$ cat config.mk
export PLATFORM = sky130hd
export DESIGN_NAME = hsi_m_rx_frame_buf
export DESIGN_NICKNAME = d
export VERILOG_FILES = /design/src/rtl/hsi_m_rx_frame_buf.sv
export SDC_FILE = /design/constraint.sdc
export NUM_CORES = 1
export LEC_CHECK = 0
export CORE_ASPECT_RATIO = 1.4
export CORE_MARGIN = 5
export CORE_UTILIZATION = 40
export DETAILED_ROUTE_END_ITERATION = 8
export HOLD_SLACK_MARGIN = 0.06
export MAX_ROUTING_LAYER = met4
export PLACE_DENSITY = 0.62
export RECOVER_POWER = 25
export SLEW_MARGIN = 20
export SYNTH_ARGS = -nofsm -noshare
export SYNTH_HDL_FRONTEND = slang
export SYNTH_SLANG_ARGS = --single-unit
$ cat constraint.sdc
create_clock -name clk -period 10.84 [get_ports clk]
set_input_delay 1.084 -clock clk [delete_from_list [all_inputs] [get_ports clk]]
set_output_delay 1.084 -clock clk [all_outputs]
set_load 0.01 [all_outputs]
$ cat src/rtl/hsi_m_rx_frame_buf.sv
// hsi_m_rx_frame_buf: master-side HSI receive frame buffer.
// Selects one decoder channel at each frame start and writes every received
// byte speculatively into a byte FIFO. A clean frame end commits the frame,
// and any error rolls it back.
// Optional feature macro: HSI_RX_CRC_CHECK_EN. When it is defined, frames
// carry a trailing CRC16-CCITT (poly 0x1021, init 0xFFFF, MSB first). A
// frame commits only when the residue is zero, and the two CRC bytes are
// stripped. When it is undefined, every byte is payload and the minimum
// frame length is one byte.
module hsi_m_rx_frame_buf #(
  parameter int NUM_CH = 2,
  parameter int DEPTH  = 64,
  localparam int AW = $clog2(DEPTH),
  localparam int CW = (NUM_CH > 1) ? $clog2(NUM_CH) : 1
) (
  input  logic              clk,
  input  logic              rst,
  input  logic              clk_en,
  input  logic [CW-1:0]     ch_sel,
  input  logic [8*NUM_CH-1:0] d,
  input  logic [NUM_CH-1:0] d_rdy,
  input  logic [NUM_CH-1:0] pb_err,
  input  logic [NUM_CH-1:0] frame_end,
  output logic [7:0]        q,
  output logic              q_valid,
  input  logic              q_ready,
  output logic              q_last,
  output logic              frame_ok,
  output logic [3:0]        rx_errs,
  input  logic              err_clr,
  output logic [AW:0]       level
);

  typedef enum logic [1:0] {
    IDLE = 2'd0,
    RECV = 2'd1,
    DROP = 2'd2
  } state_t;

  localparam logic [AW:0] ONE     = (AW+1)'(1);
  localparam logic [AW:0] DEPTH_P = (AW+1)'(DEPTH);
  localparam logic [AW:0] CNT_MAX = (AW+1)'(DEPTH + 1);

`ifdef HSI_RX_CRC_CHECK_EN
  // Two trailing CRC bytes are dropped on commit; a frame needs at least
  // one payload byte plus the CRC.
  localparam logic [AW:0] STRIP  = (AW+1)'(2);
  localparam logic [AW:0] MINLEN = (AW+1)'(3);

  // One byte of CRC16-CCITT, MSB first.
  function automatic logic [15:0] crc16_step(input logic [15:0] c,
                                             input logic [7:0]  b);
    logic [15:0] r;
    logic        fb;
    r = c;
    for (int i = 7; i >= 0; i--) begin
      fb = r[15] ^ b[i];
      r  = {r[14:0], 1'b0};
      if (fb) r = r ^ 16'h1021;
    end
    return r;
  endfunction

  logic [15:0] crc, crc_nx, crc_base, crc_tmp;
`else
  localparam logic [AW:0] STRIP  = (AW+1)'(0);
  localparam logic [AW:0] MINLEN = (AW+1)'(1);
`endif

  state_t          state, state_nx;
  logic [CW-1:0]   ch, ch_nx, cur_ch;
  logic [AW:0]     rd_ptr, cm_ptr, wr_ptr;
  logic [AW:0]     wr_nx, cm_nx, cnt, cnt_nx;
  logic [AW:0]     cnt_base, cnt_tmp, wr_tmp, last_tmp, occ;
  logic            full, take, rd_fire, frame_ok_nx;
  logic [3:0]      err_set;

  logic [7:0]      s_byte;
  logic            s_rdy, s_pb, s_fe;

  logic            mem_we;
  logic [AW-1:0]   mem_wa;
  logic            last_set;
  logic [AW-1:0]   last_sa;

  logic [7:0]      mem [DEPTH];
  logic [DEPTH-1:0] last_flags;

  // Route the active channel's strobes; IDLE follows ch_sel live, a frame
  // in progress stays on the channel latched at its start.
  always_comb begin
    cur_ch = (state == IDLE) ? ch_sel : ch;
    s_byte = 8'h00;
    s_rdy  = 1'b0;
    s_pb   = 1'b0;
    s_fe   = 1'b0;
    for (int k = 0; k < NUM_CH; k++) begin
      if (cur_ch == CW'(k)) begin
        s_byte = d[8*k +: 8];
        s_rdy  = d_rdy[k]     & clk_en;
        s_pb   = pb_err[k]    & clk_en;
        s_fe   = frame_end[k] & clk_en;
      end
    end
  end

  assign occ     = wr_ptr - rd_ptr;
  assign full    = (occ == DEPTH_P);
  assign q_valid = (rd_ptr != cm_ptr);
  assign rd_fire = q_valid & q_ready;
  assign q       = mem[rd_ptr[AW-1:0]];
  assign q_last  = q_valid & last_flags[rd_ptr[AW-1:0]];
  assign level   = cm_ptr - rd_ptr;

  // Frame FSM: byte intake, error detection, commit and rollback decisions.
  always_comb begin
    state_nx    = state;
    ch_nx       = ch;
    cnt_nx      = cnt;
    wr_nx       = wr_ptr;
    cm_nx       = cm_ptr;
    err_set     = 4'h0;
    frame_ok_nx = 1'b0;
    mem_we      = 1'b0;
    mem_wa      = wr_ptr[AW-1:0];
    last_set    = 1'b0;
    last_sa     = '0;
    take        = 1'b0;
    cnt_base    = (state == IDLE) ? '0 : cnt;
    cnt_tmp     = cnt_base;
    wr_tmp      = wr_ptr;
    last_tmp    = '0;
`ifdef HSI_RX_CRC_CHECK_EN
    crc_nx      = crc;
    crc_base    = (state == IDLE) ? 16'hFFFF : crc;
    crc_tmp     = crc_base;
`endif

    if (clk_en) begin
      case (state)
        IDLE: begin
          ch_nx  = ch_sel;
          cnt_nx = '0;
`ifdef HSI_RX_CRC_CHECK_EN
          crc_nx = 16'hFFFF;
`endif
          take   = s_rdy;
        end
        RECV: take = 1'b1;
        DROP: begin
          if (s_fe) begin
            wr_nx    = cm_ptr;
            state_nx = IDLE;
          end
        end
        default: state_nx = IDLE;
      endcase

      if (take) begin
        state_nx = RECV;
        if (s_pb || (s_rdy && full)) begin
          // A byte arriving with a parity error is discarded; a byte with
          // no room left overflows the frame. Either way the frame dies.
          err_set[0] = s_pb;
          err_set[2] = ~s_pb;
          state_nx   = DROP;
          if (s_fe) begin
            wr_nx    = cm_ptr;
            state_nx = IDLE;
          end
        end else begin
          if (s_rdy) begin
            mem_we  = 1'b1;
            wr_tmp  = wr_ptr + ONE;
            cnt_tmp = (cnt_base == CNT_MAX) ? cnt_base : cnt_base + ONE;
`ifdef HSI_RX_CRC_CHECK_EN
            crc_tmp = crc16_step(crc_base, s_byte);
`endif
          end
          wr_nx  = wr_tmp;
          cnt_nx = cnt_tmp;
`ifdef HSI_RX_CRC_CHECK_EN
          crc_nx = crc_tmp;
`endif
          // A same-cycle byte is already folded into count and CRC here.
          if (s_fe) begin
            state_nx = IDLE;
            if (cnt_tmp < MINLEN) begin
              err_set[3] = 1'b1;
              wr_nx      = cm_ptr;
            end
`ifdef HSI_RX_CRC_CHECK_EN
            else if (crc_tmp != 16'h0000) begin
              err_set[1] = 1'b1;
              wr_nx      = cm_ptr;
            end
`endif
            else begin
              cm_nx       = wr_tmp - STRIP;
              wr_nx       = wr_tmp - STRIP;
              last_tmp    = wr_tmp - STRIP - ONE;
              last_sa     = last_tmp[AW-1:0];
              last_set    = 1'b1;
              frame_ok_nx = 1'b1;
            end
          end
        end
      end
    end
  end

  // Control state, pointers and sticky errors.
  always_ff @(posedge clk) begin
    if (rst) begin
      state    <= IDLE;
      ch       <= '0;
      cnt      <= '0;
      rd_ptr   <= '0;
      cm_ptr   <= '0;
      wr_ptr   <= '0;
      rx_errs  <= 4'h0;
      frame_ok <= 1'b0;
`ifdef HSI_RX_CRC_CHECK_EN
      crc      <= 16'hFFFF;
`endif
    end else begin
      state    <= state_nx;
      ch       <= ch_nx;
      cnt      <= cnt_nx;
      wr_ptr   <= wr_nx;
      cm_ptr   <= cm_nx;
      rd_ptr   <= rd_fire ? rd_ptr + ONE : rd_ptr;
      rx_errs  <= (err_clr ? 4'h0 : rx_errs) | err_set;
      frame_ok <= frame_ok_nx;
`ifdef HSI_RX_CRC_CHECK_EN
      crc      <= crc_nx;
`endif
    end
  end

  // Byte storage and last-byte flags; the set comes after the clear so a
  // one-byte commit marks the byte written in the same cycle.
  always_ff @(posedge clk) begin
    if (mem_we) begin
      mem[mem_wa]        <= s_byte;
      last_flags[mem_wa] <= 1'b0;
    end
    if (last_set) last_flags[last_sa] <= 1'b1;
  end

endmodule

Word level (Yosys, flattened, before mapping):

Memory sizes are Yosys's and may differ from the RTL's. A register that Yosys moved wholly into a read port is not among the register bits.
Cells that the tools add are included.

* latch bits: 0
* memory bits (writable): 512
* register bits: 100
* memory bits (read-only): 0
* memories kept: 1

* divide/modulo/power cells: 0
* shifts and indexed selects: 0
* $add $sub $neg: 6
* order comparisons: 6
* muxes and demuxes: 68
* eq/ne operators: 7
* multipliers: 0
* reductions and logical operators: 8
* bitwise logic cells: 14

Memories
* mem: words 64, width 8, rd ports 1, clocked after Yosys merged registers in 1, wr ports 1, line 86 `logic [7:0] mem [DEPTH];`

Operators by type and width (number)
* 7-bit 2-to-1 mux: 19
* 64-bit 2-to-1 mux: 2
* 64-bit bitwise AND: 1
* 64-bit NOT: 1
* 64-bit bitwise OR: 1
* 6-bit 2-to-1 mux: 7
* 1-bit 2-to-1 mux: 27
* 7-bit by 1-bit adder with 7-bit output, second input constant: 3
* 6-bit by 7-bit < comparator with 1-bit output, second input constant: 3
* 7-bit equality test, second input constant: 2
* 7-bit subtractor: 2
* 1-bit demux with 6-bit select: 2
* 6-bit by 1-bit >= comparator with 1-bit output, second input constant: 2
* 2-bit 2-to-1 mux: 6
* 1-bit bitwise AND: 8
* 8-bit 2-to-1 mux: 1
* 7-bit by 1-bit < comparator with 1-bit output, second input constant: 1
* 7-bit != test: 1
* 1-bit binary-select mux with 6-bit select: 1
* 6-bit by 1-bit subtractor with 6-bit output, second input constant: 1
* 4-bit 2-to-1 mux: 1
* 4-bit bitwise OR: 1
* 2-bit case mux with 2 select lines: 1
* 4-bit AND reduction: 1
* other kinds (11): 14

Logic depth before layout (Yosys ltp):

Gate-level depths: netlist (run 1).

* word-level depth: 20
* depth in mapped cells: 17
* depth with buffers taken out: 13

Least setup slack after synthesis (run 1):

Ideal clock, no wire load.

* kind: flip-flop to flip-flop
* start: register rd_ptr[1]
* end: memory mem[6][0], enable pin
* cell stages (with the launch flop): 15
* clock period less this slack: 4.249 ns
* path slack: 6.591 ns
* data arrival time: 3.879 ns
* path buffers: 4
* path through: dfxtp_1 -> clkbuf_1 -> clkbuf_1 -> inv_1 -> ha_1 -> nor2b_1 -> o21ai_1 -> o21ai_0 -> mux2_2 -> a31oi_4 -> or4b_4 -> or3_1 -> buf_2 -> buf_6 -> nor2_1

* cells in the longest elaborated chain, start to end: 9

Ends and longest elaborated chain
* start, declared: line 72 `logic [AW:0] rd_ptr, cm_ptr, wr_ptr;`
* start signal, assigned: line 232 `rd_ptr <= rd_fire ? rd_ptr + ONE : rd_ptr;`
* 7-bit subtractor: line 107 `assign occ = wr_ptr - rd_ptr;`
* 7-bit equality test: line 108 `assign full = (occ == DEPTH_P);`
* 1-bit logical AND: line 161 `if (s_pb || (s_rdy && full)) begin`
* 1-bit logical OR: line 161
* 1-bit 2-to-1 mux: line 161
* 1-bit 2-to-1 mux: line 159 `if (take) begin`
* 1-bit 2-to-1 mux: line 139 `if (clk_en) begin`
* 1-bit 2-to-1 mux: line 244 `if (mem_we) begin`
* 1-bit 2-to-1 mux (not written as such): line 245 `mem[mem_wa] <= s_byte;`
* end, declared: line 86

Every way passes these cells.

==> summary.md, run 1 <==
| Metric | Value |
|---|---|
| Startpoint types | flop |
| RePlAce Congestion | around 0.85 |
| Remaining Overflow, GRT | 0 |
| Crit Reg-Reg Endpoint | last_flags[49] |
| Number of setup buffers added after CTS | 0 |
| Synth area leaders | edfxtp_1, mux4_2, dfxtp_1 |
| Clock Tree Buf Depth | 3 |
| WS Path Type | reg2out |
| Vias per inst | roughly 5.7 |
| Dpl cell area | roughly 0.027 mm² |
| Clock power share | 38.8% |
| Yosys top cell by area | edfxtp_1 |
| Critical path arrival | 4.78 ns |
| Syn_nets | 1534 |
| Gate count of the mapped netlist | 1488 |
| Layout Area Growth over Synthesis | 12.0% |
| Switching power total | ~1200 µW |
| Final setup TNS | 0 ns |
| Clock-pin slew on the worst setup and hold paths | 0.06 ns |
| Share of cells above drive strength 1 | 19.9% |
| GR Util All Layers | about 18% |
| Root Driver | clkbuf_16 |
| Initial antenna violation count | 4 |
| Num ports | 50 |
| Commonest cells after routing, fill and taps aside | edfxtp_1, mux4_2, nor2_1 |
| DRT Pass-1 Iters | 5 |
| R2r startpoint | state[1] |
| Register area share after synthesis | 68.3% |
| Hold path endpoint | last_flags[25] |
| Clock latency on the worst-skew pair | 0.63 ns |
| Filler Cell Count | roughly 5.5k |
| Final non-filler cell total | 2400 |
| RSZ-0062 raised after global routing | false |
| Rows | 109 |
| Failing checks | capacitance limit, slew limit |
| Final setup viols | 0 |
| Core Area | 0.0633 mm² |
| Number of max-cap violations | 8 |
| Final Skew | 0.0295 ns |
| Number of global-route vias before repair | 14.1k |
| Slew Viols, Final | 520 |
| First-pass GRT wire length | just over 90000 µm |
| Post-CTS sizing | 0 |
| Post-DR wirelength/cell | roughly 25 µm |
| Flops & latches, synth | 617 |
| Combinational power share | 8.4% |
| Maximum VDD drop | between 0.1 and 0.15 mV |
| Post-Syn Area | 0.0256 mm² |
| Syn Area/Cell | 17.2 µm² |
| Status | finished with violations |
| Num CTS Buffers | 56 |
| Distinct cells, synth | 71 |
| Cell Pwr Density | 176 mW/mm² |
| Chip Height | a little over 300 µm |
| DR vias | ~14k |
| Worst-path maximum fanout | 47 |
| Placed insts | 2295 |
| Die area | 0.0692 mm² |
| Final Cell Area | 0.0287 mm² |
| P_int | 3880 µW |
| CTS tree | yes |
| Pleak | 0.00881 µW |
| HPWL Detailed | 38500 µm |
| Hold depth | 2 |
| H-tree depth | 2 |
| DR DRC count | 0 |
| Ys flop type | edfxtp_1 |
| Number of enable flip-flop cells after synthesis | 512 |
| Initial Util | a little over 40% |
| Slew @ Worst Pin | around 3 ns |
| Hold Buf Count CTS | 0 |
| Most common cell after layout, fill and taps aside | edfxtp_1 |
| Syn. warnings | 0 |
| Final Cycle Share | 54.1% |
| Nets | 1567 |
| Chip Width | 224 µm |
| Fmax | 170 MHz |
| Tmin final | 5.87 ns |
| Largest net degree at the start of global routing | 90 |
| Final-report hold violation count | 0 |
| Setup slack, reg-to-reg | between 5 and 6 ns |
| Critical Path Sink Type | output port |
| Rel. slew slack | -101% |
| Final wirelength | 59800 µm |
| Min-Delay Path Class | reg2reg |
| Routed Antenna Nets | 0 |
| Yosys top cell area share | around three fifths |
| DRT iter0 DRCs | roughly 1.3k |
| Ys async rst share | 0% |
| Worst hold start | last_flags[25] |
| CP required | around 9.8 ns |
| Reg2Reg Depth | 9 |
| IO buf count | 48 |
| Seq pwr share | 52.8% |
| Net Sw Frac | 22.9% |
| Num Clock Sinks | 617 |
==> cells in the mapped netlist, types with 14 or more instances <==
cell / count
mux2i_1: 19
ha_1: 17
clkbuf_1: 64
edfxtp_1: 512
a21oi_1: 27
xnor2_1: 18
nand3_1: 16
o21ai_0: 99
mux4_2: 189
nand2_1: 42
o22ai_1: 17
buf_1: 15
nand2b_1: 14
dfxtp_1: 105
nor2_1: 122
inv_1: 39
==> how the worst max path moves through the flow <==
stage | start | end | slack, ns | depth (start not counted)
6_report | flop | q[0] | 4.97 | 6
5_1_grt | flop | q[6] | 4.79 | 6
4_1_cts | flop | q[6] | 4.87 | 6
3_5_place_dp | ch_sel | mem[2][6] | 5.34 | 9
3_3_place_gp | ch_sel | mem[63][2] | 5.39 | 9
2_1_floorplan | rd_ptr[1] | mem[6][0] | 6.59 | 14
==> registers in the layout, summed over array words and instances (netlist names), named ones only <==
signal and count:
rd_ptr 7, cm_ptr 7, ch 1, cnt 7, state 2, mem 512, last_flags 64, rx_errs 3
frame_ok 1
==> cells by family after synthesis <==
kind of cell             synth area share, %
buffers and inverters                   2.14
multiplexers                            17.9
AO/OA/AOI/OAI                           4.69
other                                 0.0147
adder cells (fa/ha/maj)                0.910
flip-flops                              68.3
AND/OR/NAND/NOR                         5.10
XOR/XNOR                               0.924
==> area by class of cell <==
type                            count  area [µm²]  share of cell area, %
Sequential cell                   617       17500                   61.0
Multi-Input combinational cell    738        7550                   26.4
Clock buffer                       67        1450                   5.07
Tap cell                          832        1040                   3.63
Timing Repair Buffer               68         613                   2.14
Clock inverter                     35         353                   1.23
Inverter                           40         150                  0.524
Antenna cell                        3        7.51                 0.0262
==> critical path, stage by stage, from the launching register on <==
cell	delay, ns
dfxtp_4	0.73
buf_4	0.65
buf_4	0.72
mux4_2	0.41
mux4_2	0.53
mux4_2	0.57
clkdlybuf4s50_1	0.51
==> layer usage <==
metal	global-route usage [%]	part of all wire [%]	up-vias
met1	22.2	40	7104
met3	2.66	5.0	102
met5	-	0	-
li1	-	-	5962
met4	5.94	3.3	0
met2	30.1	52	411
==> power by group through the flow <==
stage	clock network [µW]	registers, µW	logic [µW]
after global routing	2090	2660	456
after global placement	0	2700	423
after floorplan	0	2680	292
after CTS	1990	2650	432
after detailed placement	0	2700	430
final	1950	2660	421
==> through the flow <==
step	utilization (%)	total power, µW	hold slack, ns	worst slack, ns
2_1_floorplan	-	2970	0.426	6.59
3_3_place_gp	42.5	3120	0.433	5.39
3_5_place_dp	42.5	3130	0.441	5.34
4_1_cts	45.3	5070	0.451	4.87
5_1_grt	45.3	5210	0.471	4.79
6_report	45.3	5030	0.453	4.97
Power figures use the tool's default switching activity.
==> run 2: changes to the inputs <==
==> constraint.sdc (replaced) <==
create_clock -name clk -period 5.4 [get_ports clk]
set_input_delay 0.54 -clock clk [delete_from_list [all_inputs] [get_ports clk]]
set_output_delay 0.54 -clock clk [all_outputs]
set_load 0.01 [all_outputs]
==> run 2 against run 1 <==
  * The run still ends with capacitance limit, slew limit left
  * Sequential cell count did not move
  * Global-route usage rose by 0.17 points
  * Count of clock-buffer cells in the layout fell by 6
  * Sequential share of layout area fell by 0.30 points
  * Sequential power rose by 100%
  * Cell area rose by 0.49%
  * Total power rose by 100%
  * Cell count rose by 0.42%
==> summary.md, run 2 (synthesized netlist as in run 1, its figures left out) <==
| Metric | Value |
|---|---|
| Final setup TNS | 0 ns (unchanged) |
| Switching power total | 2320 µW (+100%) |
| First-pass GRT wire length | 91500 µm (+1.2%) |
| Final-report hold violation count | 0 (unchanged) |
| Chip Height | 309 µm (unchanged) |
| DR vias | 13.7k (+0.66%) |
| Slew @ Worst Pin | 2.93 ns (-0.0841 ns) |
| Worst path top cell family by delay | buffers and inverters |
| Clock-pin slew on the worst setup and hold paths | 0.07 ns (about the same) |
| Initial Util | 40.4% (unchanged) |
| Largest net degree at the start of global routing | 65 (-28%) |
| CTS tree | yes |
| Ant diodes | 0 (-3) |
| Post-CTS sizing | 0 (unchanged) |
| Rel. slew slack | -95.3% (+5.6 points) |
| Clock latency on the worst-skew pair | 0.63 ns (about the same) |
| Final Cycle Share | between 80% and 90% |
| Final wirelength | 60200 µm (+0.64%) |
| FF+latch area | 0.0175 mm² (unchanged) |
| Die area | 0.0692 mm² (unchanged) |
| Final Skew | 0.0518 ns (+0.0224 ns) |
| Worst-path maximum fanout | 59 (+26%) |
| H-tree depth | 2 (unchanged) |
| Chip Width | 224 µm (unchanged) |
| Seq pwr share | 52.6% (-0.2 points) |
| Filler Cell Count | 5394 (-1.5%) |
| Pleak | 0.00892 µW (+1.2%) |
| Critical Path Sink Type | flop |
| Multi-input gate area | 0.00755 mm² (about the same) |
| Fmax | approximately 220 MHz |
| Startpoint types | flop |
| Number of max-cap violations | 5 (-3) |
| Most flop-heavy register | mem |
| Routed Antenna Nets | 0 (unchanged) |
| Final non-filler cell total | 2410 (+0.42%) |
| IO buf count | 48 (unchanged) |
| Final setup viols | 0 (unchanged) |
| Root Driver | clkbuf_16 |
| Min-Delay Path Class | reg2reg |
| Cell Pwr Density | 350 mW/mm² (+100%) |
| Vias per inst | 5.67 (+0.25%) |
| Core Area | 0.0633 mm² (unchanged) |
| Commonest cells after routing, fill and taps aside | edfxtp_1, mux4_2, nor2_1 |
| Initial antenna violation count | 1 (-3) |
| Failing checks | capacitance limit, slew limit |
| Post-DR wirelength/cell | 25.0 µm (+0.22%) |
| Remaining Overflow, GRT | 0 (unchanged) |
| Placed insts | 2312 (+0.74%) |
| Layout Area Growth over Synthesis | 12.6% |
| Slew Viols, Final | 263 (-49%) |
| Num CTS Buffers | 55 (-1.8%) |
| Num ports | 50 (unchanged) |
| Dpl cell area | 0.0270 mm² (+0.57%) |
| Combinational power share | 8.8% (+0.4 points) |
| Maximum VDD drop | 0.224 mV (+82%) |
| GR Util All Layers | 18.0% (+0.17 points) |
| Clock power share | 38.6% (-0.2 points) |
| Largest stage delay on the critical path | 2.02 ns (+1.29 ns) |
| Largest regs | mem: 512 flops, last_flags: 64 flops |
| Slowest cell on the critical path | clkbuf_1 |
| Final core occ | 45.5% (+0.22 points) |
| Status | finished with violations |
| Rows | 109 (unchanged) |
| P_int | 7770 µW (+100%) |
| Tmin final | around 4.6 ns |
| Net Sw Frac | 23.0% (+0.048 points) |
| Number of setup buffers added after CTS | 0 (unchanged) |
| DR DRC count | 0 (unchanged) |
| WS Path Type | reg2reg |
| CP required | 5.38 ns (-4.38 ns) |
| RePlAce Congestion | 0.877 (+3.1%) |
| RSZ-0062 raised after global routing | false |
| Hold Buf Count CTS | 0 (unchanged) |
| DRT Pass-1 Iters | 5 (unchanged) |
| Share of cells above drive strength 1 | 20.6% (+0.72 points) |
| Most common cell after layout, fill and taps aside | edfxtp_1 |
| DRT iter0 DRCs | 1206 (-6.0%) |
| Cell Chain, Critical Path | or3b_1 -> and2_0 -> mux2_1 -> clkbuf_1 |
| Number of global-route vias before repair | 14.0k (-0.72%) |
| HPWL Detailed | 40200 µm (+4.5%) |
| Num Clock Sinks | 617 (unchanged) |
| Clock Tree Buf Depth | 3 (unchanged) |
| CP Buf/Inv Count | 1 (-2) |
| Nets | 1583 (+1.0%) |
| Critical path arrival | 4.61 ns (-0.17 ns) |
| Final Cell Area | 0.0288 mm² (+0.49%) |
| Largest register FFs | 512 (unchanged) |
[run 2: final timing paths]
check | start | to | slack (ns) | depth (start not counted)
max | state[1] | mem[2][4] | 0.76 | 4
min reg2reg | last_flags[9] | last_flags[9] | 0.45 | 2
max reg2reg | state[1] | mem[2][4] | 0.76 | 4
min | last_flags[9] | last_flags[9] | 0.45 | 2
[run 2: final cells by class]
| cell class | instances | area share [%] |
|---|---|---|
| inverter | 40 | 0.521 |
| timing repair buffer | 85 | 2.72 |
| multi-input combinational | 738 | 26.2 |
| clock inverter | 37 | 1.33 |
| sequential | 617 | 60.7 |
| clock buffer | 61 | 4.86 |
| tap | 832 | 3.62 |
[run 2: tightest hold or removal path, delay by kind of cell (launching register included)]
| kind | cells | cell delay (ns) |
|---|---|---|
| AO/OA/AOI/OAI | 1 | 0.05 |
| buffers and inverters | 1 | 0.05 |
| flip-flops | 1 | 0.31 |
[run 2: layer usage]
layer	routed length [µm]	part of all wire, %	up-vias	global-route usage [%]
li1	-	-	5992	-
met1	23600	39	7093	22.6
met2	31800	53	472	31.2
met3	2970	4.9	112	2.35
met4	1800	3.0	0	4.73
met5	0	0	-	-
[run 2: power by group through the flow]
stage          Clock, µW  Sequential [µW]  Combinational (µW)
2_1_floorplan          0             5380                 586
3_3_place_gp           0             5400                 883
3_5_place_dp           0             5400                 899
4_1_cts             3980             5300                 902
5_1_grt             4190             5310                 952
6_report            3900             5310                 886
[run 2: metrics by stage]
| step | hold WS, ns | setup WS [ns] | power (µW) |
|---|---|---|---|
| 3_3_place_gp | 0.435 | 0.799 | 6280 |
| 2_1_floorplan | 0.426 | 1.15 | 5960 |
| 4_1_cts | 0.454 | 0.818 | 10200 |
| 6_report | 0.455 | 0.764 | 10100 |
| 5_1_grt | 0.479 | 0.306 | 10400 |
| 3_5_place_dp | 0.445 | 0.724 | 6300 |
